<file path="config.mk">
export PLATFORM = sky130hd
export DESIGN_NAME = servo_duty_ramp
export DESIGN_NICKNAME = d
export VERILOG_FILES = /design/src/rtl/servo_duty_ramp.sv
export SDC_FILE = /design/constraint.sdc
export NUM_CORES = 1
export LEC_CHECK = 0
export ABC_AREA = 1
export CORE_UTILIZATION = 46
export CTS_CLUSTER_SIZE = 28
export DETAILED_ROUTE_END_ITERATION = 6
export GPL_TIMING_DRIVEN = 1
export HOLD_SLACK_MARGIN = 0.06
export PLACE_DENSITY = 0.71
export SYNTH_ARGS = -nofsm -noshare
export SYNTH_HDL_FRONTEND = slang
export SYNTH_SLANG_ARGS = --single-unit
</file>
<file path="constraint.sdc">
create_clock -name Main_clock -period 2.5 [get_ports Main_clock]
set_input_delay 0.5 -clock Main_clock [delete_from_list [all_inputs] [get_ports Main_clock]]
set_output_delay 0.5 -clock Main_clock [all_outputs]
set_load 0.05 [all_outputs]
</file>
<file path="src/rtl/servo_duty_ramp.sv">
// Push-button front end for the servo controller: synchronises and debounces three
// active-low keys, then ramps an 8-bit duty command with saturation and auto-repeat.
module servo_duty_ramp #(
  parameter int DEBOUNCE_CYCLES = 50000,
  parameter int REPEAT_DELAY    = 25000000,
  parameter int REPEAT_RATE     = 2500000,
  parameter int STEP            = 1,
  parameter int DUTY_MIN        = 0,
  parameter int DUTY_MAX        = 255,
  parameter int DUTY_INIT       = 128
) (
  input  logic       Main_clock,
  input  logic       reset,
  input  logic       key_up_n,
  input  logic       key_down_n,
  input  logic       key_center_n,
  output logic [7:0] duty_cycle,
  output logic       duty_update,
  output logic       at_limit
);

  localparam int NK   = 3;
  localparam int K_UP = 0;
  localparam int K_DN = 1;
  localparam int K_CT = 2;

  localparam logic [31:0] DB_LAST = 32'(DEBOUNCE_CYCLES - 1);
  localparam logic [31:0] RD_LAST = 32'(REPEAT_DELAY - 1);
  localparam logic [31:0] RR_LAST = 32'(REPEAT_RATE - 1);

  localparam logic [8:0] STEP9 = 9'(STEP);
  localparam logic [8:0] MIN9  = 9'(DUTY_MIN);
  localparam logic [8:0] MAX9  = 9'(DUTY_MAX);
  localparam logic [7:0] MIN8  = 8'(DUTY_MIN);
  localparam logic [7:0] MAX8  = 8'(DUTY_MAX);
  localparam logic [7:0] INIT8 = 8'(DUTY_INIT);
  localparam logic       LIM_INIT = (DUTY_INIT == DUTY_MIN) || (DUTY_INIT == DUTY_MAX);

  localparam logic [1:0] ST_IDLE   = 2'd0;
  localparam logic [1:0] ST_DELAY  = 2'd1;
  localparam logic [1:0] ST_REPEAT = 2'd2;

  logic [NK-1:0]       key_raw;
  logic [NK-1:0]       sync1_q, sync1_d, sync2_q, sync2_d;
  logic [NK-1:0]       deb_q, deb_d, deb_prev_q, deb_prev_d;
  logic [NK-1:0][31:0] db_cnt_q, db_cnt_d;
  logic [NK-1:0]       held, press;

  logic [1:0]  state_q, state_d;
  logic        dir_up_q, dir_up_d;
  logic [31:0] rcnt_q, rcnt_d;
  logic [7:0]  duty_q, duty_d;
  logic        upd_q, upd_d;
  logic        lim_q, lim_d;

  logic [8:0]  up_sum, dn_diff;
  logic [7:0]  up_val, dn_val;
  logic        do_step, step_up, active_held;

  assign key_raw = {key_center_n, key_down_n, key_up_n};

  // Debounced level is 1 when released; a key must disagree with it for
  // DEBOUNCE_CYCLES consecutive cycles before the level follows.
  always_comb begin
    sync1_d    = key_raw;
    sync2_d    = sync1_q;
    deb_prev_d = deb_q;
    deb_d      = deb_q;
    db_cnt_d   = '0;
    for (int k = 0; k < NK; k++) begin
      if (sync2_q[k] != deb_q[k]) begin
        if (db_cnt_q[k] == DB_LAST) deb_d[k] = ~deb_q[k];
        else                        db_cnt_d[k] = db_cnt_q[k] + 32'd1;
      end
    end
  end

  assign held  = ~deb_q;
  assign press = deb_prev_q & ~deb_q;

  // Borrow out of the 9-bit subtract means the step would go below zero.
  assign up_sum  = {1'b0, duty_q} + STEP9;
  assign dn_diff = {1'b0, duty_q} - STEP9;
  assign up_val  = (up_sum > MAX9) ? MAX8 : up_sum[7:0];
  assign dn_val  = (dn_diff[8] || (dn_diff < MIN9)) ? MIN8 : dn_diff[7:0];

  assign active_held = dir_up_q ? held[K_UP] : held[K_DN];

  always_comb begin
    state_d  = state_q;
    dir_up_d = dir_up_q;
    rcnt_d   = rcnt_q;
    duty_d   = duty_q;
    do_step  = 1'b0;
    step_up  = dir_up_q;
    if (press[K_CT]) begin
      duty_d  = INIT8;
      state_d = ST_IDLE;
      rcnt_d  = '0;
    end else if (held[K_CT] || (held[K_UP] && held[K_DN])) begin
      state_d = ST_IDLE;
      rcnt_d  = '0;
    end else begin
      case (state_q)
        ST_IDLE: begin
          if (press[K_UP] || press[K_DN]) begin
            do_step  = 1'b1;
            step_up  = press[K_UP];
            dir_up_d = press[K_UP];
            state_d  = ST_DELAY;
            rcnt_d   = '0;
          end
        end
        ST_DELAY, ST_REPEAT: begin
          if (!active_held) begin
            state_d = ST_IDLE;
            rcnt_d  = '0;
          end else if (rcnt_q == ((state_q == ST_DELAY) ? RD_LAST : RR_LAST)) begin
            do_step = 1'b1;
            state_d = ST_REPEAT;
            rcnt_d  = '0;
          end else begin
            rcnt_d = rcnt_q + 32'd1;
          end
        end
        default: begin
          state_d = ST_IDLE;
          rcnt_d  = '0;
        end
      endcase
    end
    if (do_step) duty_d = step_up ? up_val : dn_val;
    upd_d = (duty_d != duty_q);
    lim_d = (duty_d == MIN8) || (duty_d == MAX8);
  end

  always_ff @(posedge Main_clock or negedge reset) begin
    if (!reset) begin
      sync1_q    <= '1;
      sync2_q    <= '1;
      deb_q      <= '1;
      deb_prev_q <= '1;
      db_cnt_q   <= '0;
      state_q    <= ST_IDLE;
      dir_up_q   <= 1'b0;
      rcnt_q     <= '0;
      duty_q     <= INIT8;
      upd_q      <= 1'b0;
      lim_q      <= LIM_INIT;
    end else begin
      sync1_q    <= sync1_d;
      sync2_q    <= sync2_d;
      deb_q      <= deb_d;
      deb_prev_q <= deb_prev_d;
      db_cnt_q   <= db_cnt_d;
      state_q    <= state_d;
      dir_up_q   <= dir_up_d;
      rcnt_q     <= rcnt_d;
      duty_q     <= duty_d;
      upd_q      <= upd_d;
      lim_q      <= lim_d;
    end
  end

  assign duty_cycle  = duty_q;
  assign duty_update = upd_q;
  assign at_limit    = lim_q;

endmodule

</file>
==> flow_metrics.tcl <==
set metrics [dict create \
    outcome "finished clean" \
    numCtsBuffers 17 \
    fin_area_um2 10700 \
    drive_above_1_share 0.101 \
    clkTransAtPathRegs_ns 0.07 \
    worst_path_largest_cell_delay_ns 0.80 \
    synth_commonest_cells "259 x nand2_1, 170 x inv_1, 169 x nor2_1" \
    ant_nets 0 \
    async_reset_ff_frac 1.00 \
    final_cell_count_no_fill 1592 \
    hold_buffers 0 \
    finalCritPeriodShare 0.971 \
    synth_top_area_frac 0.372 \
    drt_first_iter_violations 601 \
    clockBufferDepth 2 \
    tns_ns 0 \
    syn_area_um2 9410 \
    cp.required_ns 2.00 \
    grt_max_degree 58 \
    cp-start-kind "register" \
    tightest_slew_ns 0.580 \
    yosysSeqAreaShare 0.408 \
    rows 51 \
    ir_drop_mv 0.463 \
    synth_cell_types 52 \
    hold_class "in2async" \
    antenna_found_initial 0 \
    yosysTopAreaCell "dfrtp_1" \
    endpoint_kind "output port" \
    fillers 1903 \
    timing.fmax_mhz 412 \
    timing.rr.start "state_q[1]" \
    drcViolationCount 0 \
    r2r-end "rcnt_q[14]" \
    period_needed_ns 2.43 \
    core_area_um2 19800 \
    critPathKind "reg2out" \
    grt_setup_unrepaired "no" \
    finalSetupViolCount 0 \
    clock_sinks 153 \
    synth_seq_cells 153 \
    gp_congestion 0.894 \
    via_count 8636 \
    critPathSlowestCell "clkdlybuf4s50_1" \
    synthFlopType "dfrtp_1" \
    slew_headroom 0.613 \
    synth.most_common_cell "nand2_1" \
    dr.pass1.iters 7 \
    reg2regPathDepth 14 \
    clk_latency_ns 0.43 \
    nets 1329 \
    dpl.cell_count 1556 \
    avgSynthCellArea_um2 7.37 \
    synthTopCellsByArea "dfrtp_1 37%, nand2_1 10%, inv_1 6.8%" \
    h-tree-depth 4 \
    path_max_fanout 6 \
    grt_pass1_vias 8318 \
    dpl-instance-area_um2 9950 \
    p_leak_nw 4.60 \
    path_cells "buf_4 > clkdlybuf4s50_1" \
    finalHoldViolations 0 \
    syn_nets 1292 \
    overflow 0 \
    cts_tree "yes" \
    wl_per_cell_um 13.8 \
    initial_utilization 0.476 \
    die_h_um 145 \
    grtUsageTotal 0.221 \
    die_x_um 145 \
    p_per_area_nw_per_um2 505 \
    diodes 0 \
    drv_slew 0 \
    final.setup_skew_ns 0.0120 \
    synth-edff-count 0 \
    finalWirelength_mm 22.0 \
    critPathArrivalTime_ns 1.93 \
    ys_warn_count 0 \
    cts_root_buffer "clkbuf_16" \
    port_buffers 14 \
    drv_cap 0 \
    synthCells 1277 \
    r2r_setup_slack_ns 0.22 \
    die_area_um2 21000 \
    drt-vias-per-instance 5.42 \
    syn2layout_area_growth_pct 13.3 \
    grt_pass1_wl_mm 38.8 \
    place_hpwl_mm 16.3 \
    design.portCount 15 \
]
## layout make-up
type	count	area, um^2	area share
clock inverter	15	205	0.0192
sequential	153	3850	0.361
clock buffer	17	425	0.0399
multi-input combinational	923	4810	0.451
inverter	181	679	0.0637
timing repair buffer	38	367	0.0344
tap	265	332	0.0311
## metal layers
layer,up-vias,wire [um],global-route usage
met3,33,1080,0.0393
li1,4298,-,-
met5,-,0,0
met2,262,9920,0.345
met4,0,376,0.0737
met1,4043,10600,0.310
## cell usage in the layout (no fill, tap or decap), types with 32 or more instances in the layout
cell type,synthesis,layout
inv_1,170,168
dfrtp_1,140,138
a21oi_1,56,56
nand3_1,92,91
nand2_1,259,259
nor2_1,169,168
nor3_1,73,73
xor2_1,38,38
nor4_1,32,32
nand4_1,49,49
o21ai_0,44,44
## per-stage QoR
stage | setup WS [ns] | hold slack (ns) | util | power [mW]
6_report | 0.0717 | 0.0492 | 0.539 | 5.39
4_1_cts | 0.0417 | 0.0758 | 0.535 | 5.45
2_1_floorplan | 0.251 | 0.204 | - | 2.60
3_5_place_dp | 0.0612 | 0.348 | 0.503 | 2.69
3_3_place_gp | 0.166 | 0.346 | 0.503 | 2.69
5_1_grt | 0.00595 | 0.0887 | 0.539 | 5.57
## how the worst max path moves through the flow
stage,start,endpoint,slack [ns],depth (start not counted)
2_1_floorplan,duty_cycle[0],duty_update,0.25,15
3_3_place_gp,state_q[0],duty_update,0.17,13
3_5_place_dp,state_q[0],at_limit,0.06,14
4_1_cts,state_q[0],at_limit,0.04,14
5_1_grt,duty_cycle[1],at_limit,0.006,17
6_report,duty_cycle[3],duty_cycle[3],0.07,2
## sequential cells by signal (all words and copies together) (netlist names), 2 cells and up
register,count
db_cnt_q,96
deb_prev_d,3
deb_prev_q,3
duty_cycle,8
rcnt_q,32
state_q,2
sync1_q,3
sync2_q,3
## power by group
group / internal [mW] / switching (mW)
registers: 2.50 / 0.0111
logic: 0.0374 / 0.0971
clock network: 1.62 / 1.13
total: 4.15 / 1.24
## repair_timing
item,in CTS,in global routing
setup buffers,0,3
setup endpoints to repair,0,28
resized for setup,0,13
## cells by family after synthesis
kind of cell    share of synthesized area
compound gates                     0.0780
xor+xnor                           0.0437
fa+ha+maj                          0.0133
buf+inv                            0.0861
flops                               0.408
mux                               0.00359
simple gates                        0.367
## worst max-delay path, delay by kind of cell, from the launching register on
| family | cells | cell delay (ns) |
|---|---|---|
| buffers and inverters | 2 | 1.00 |
| DFF | 1 | 0.50 |
Power figures use the tool's default switching activity.
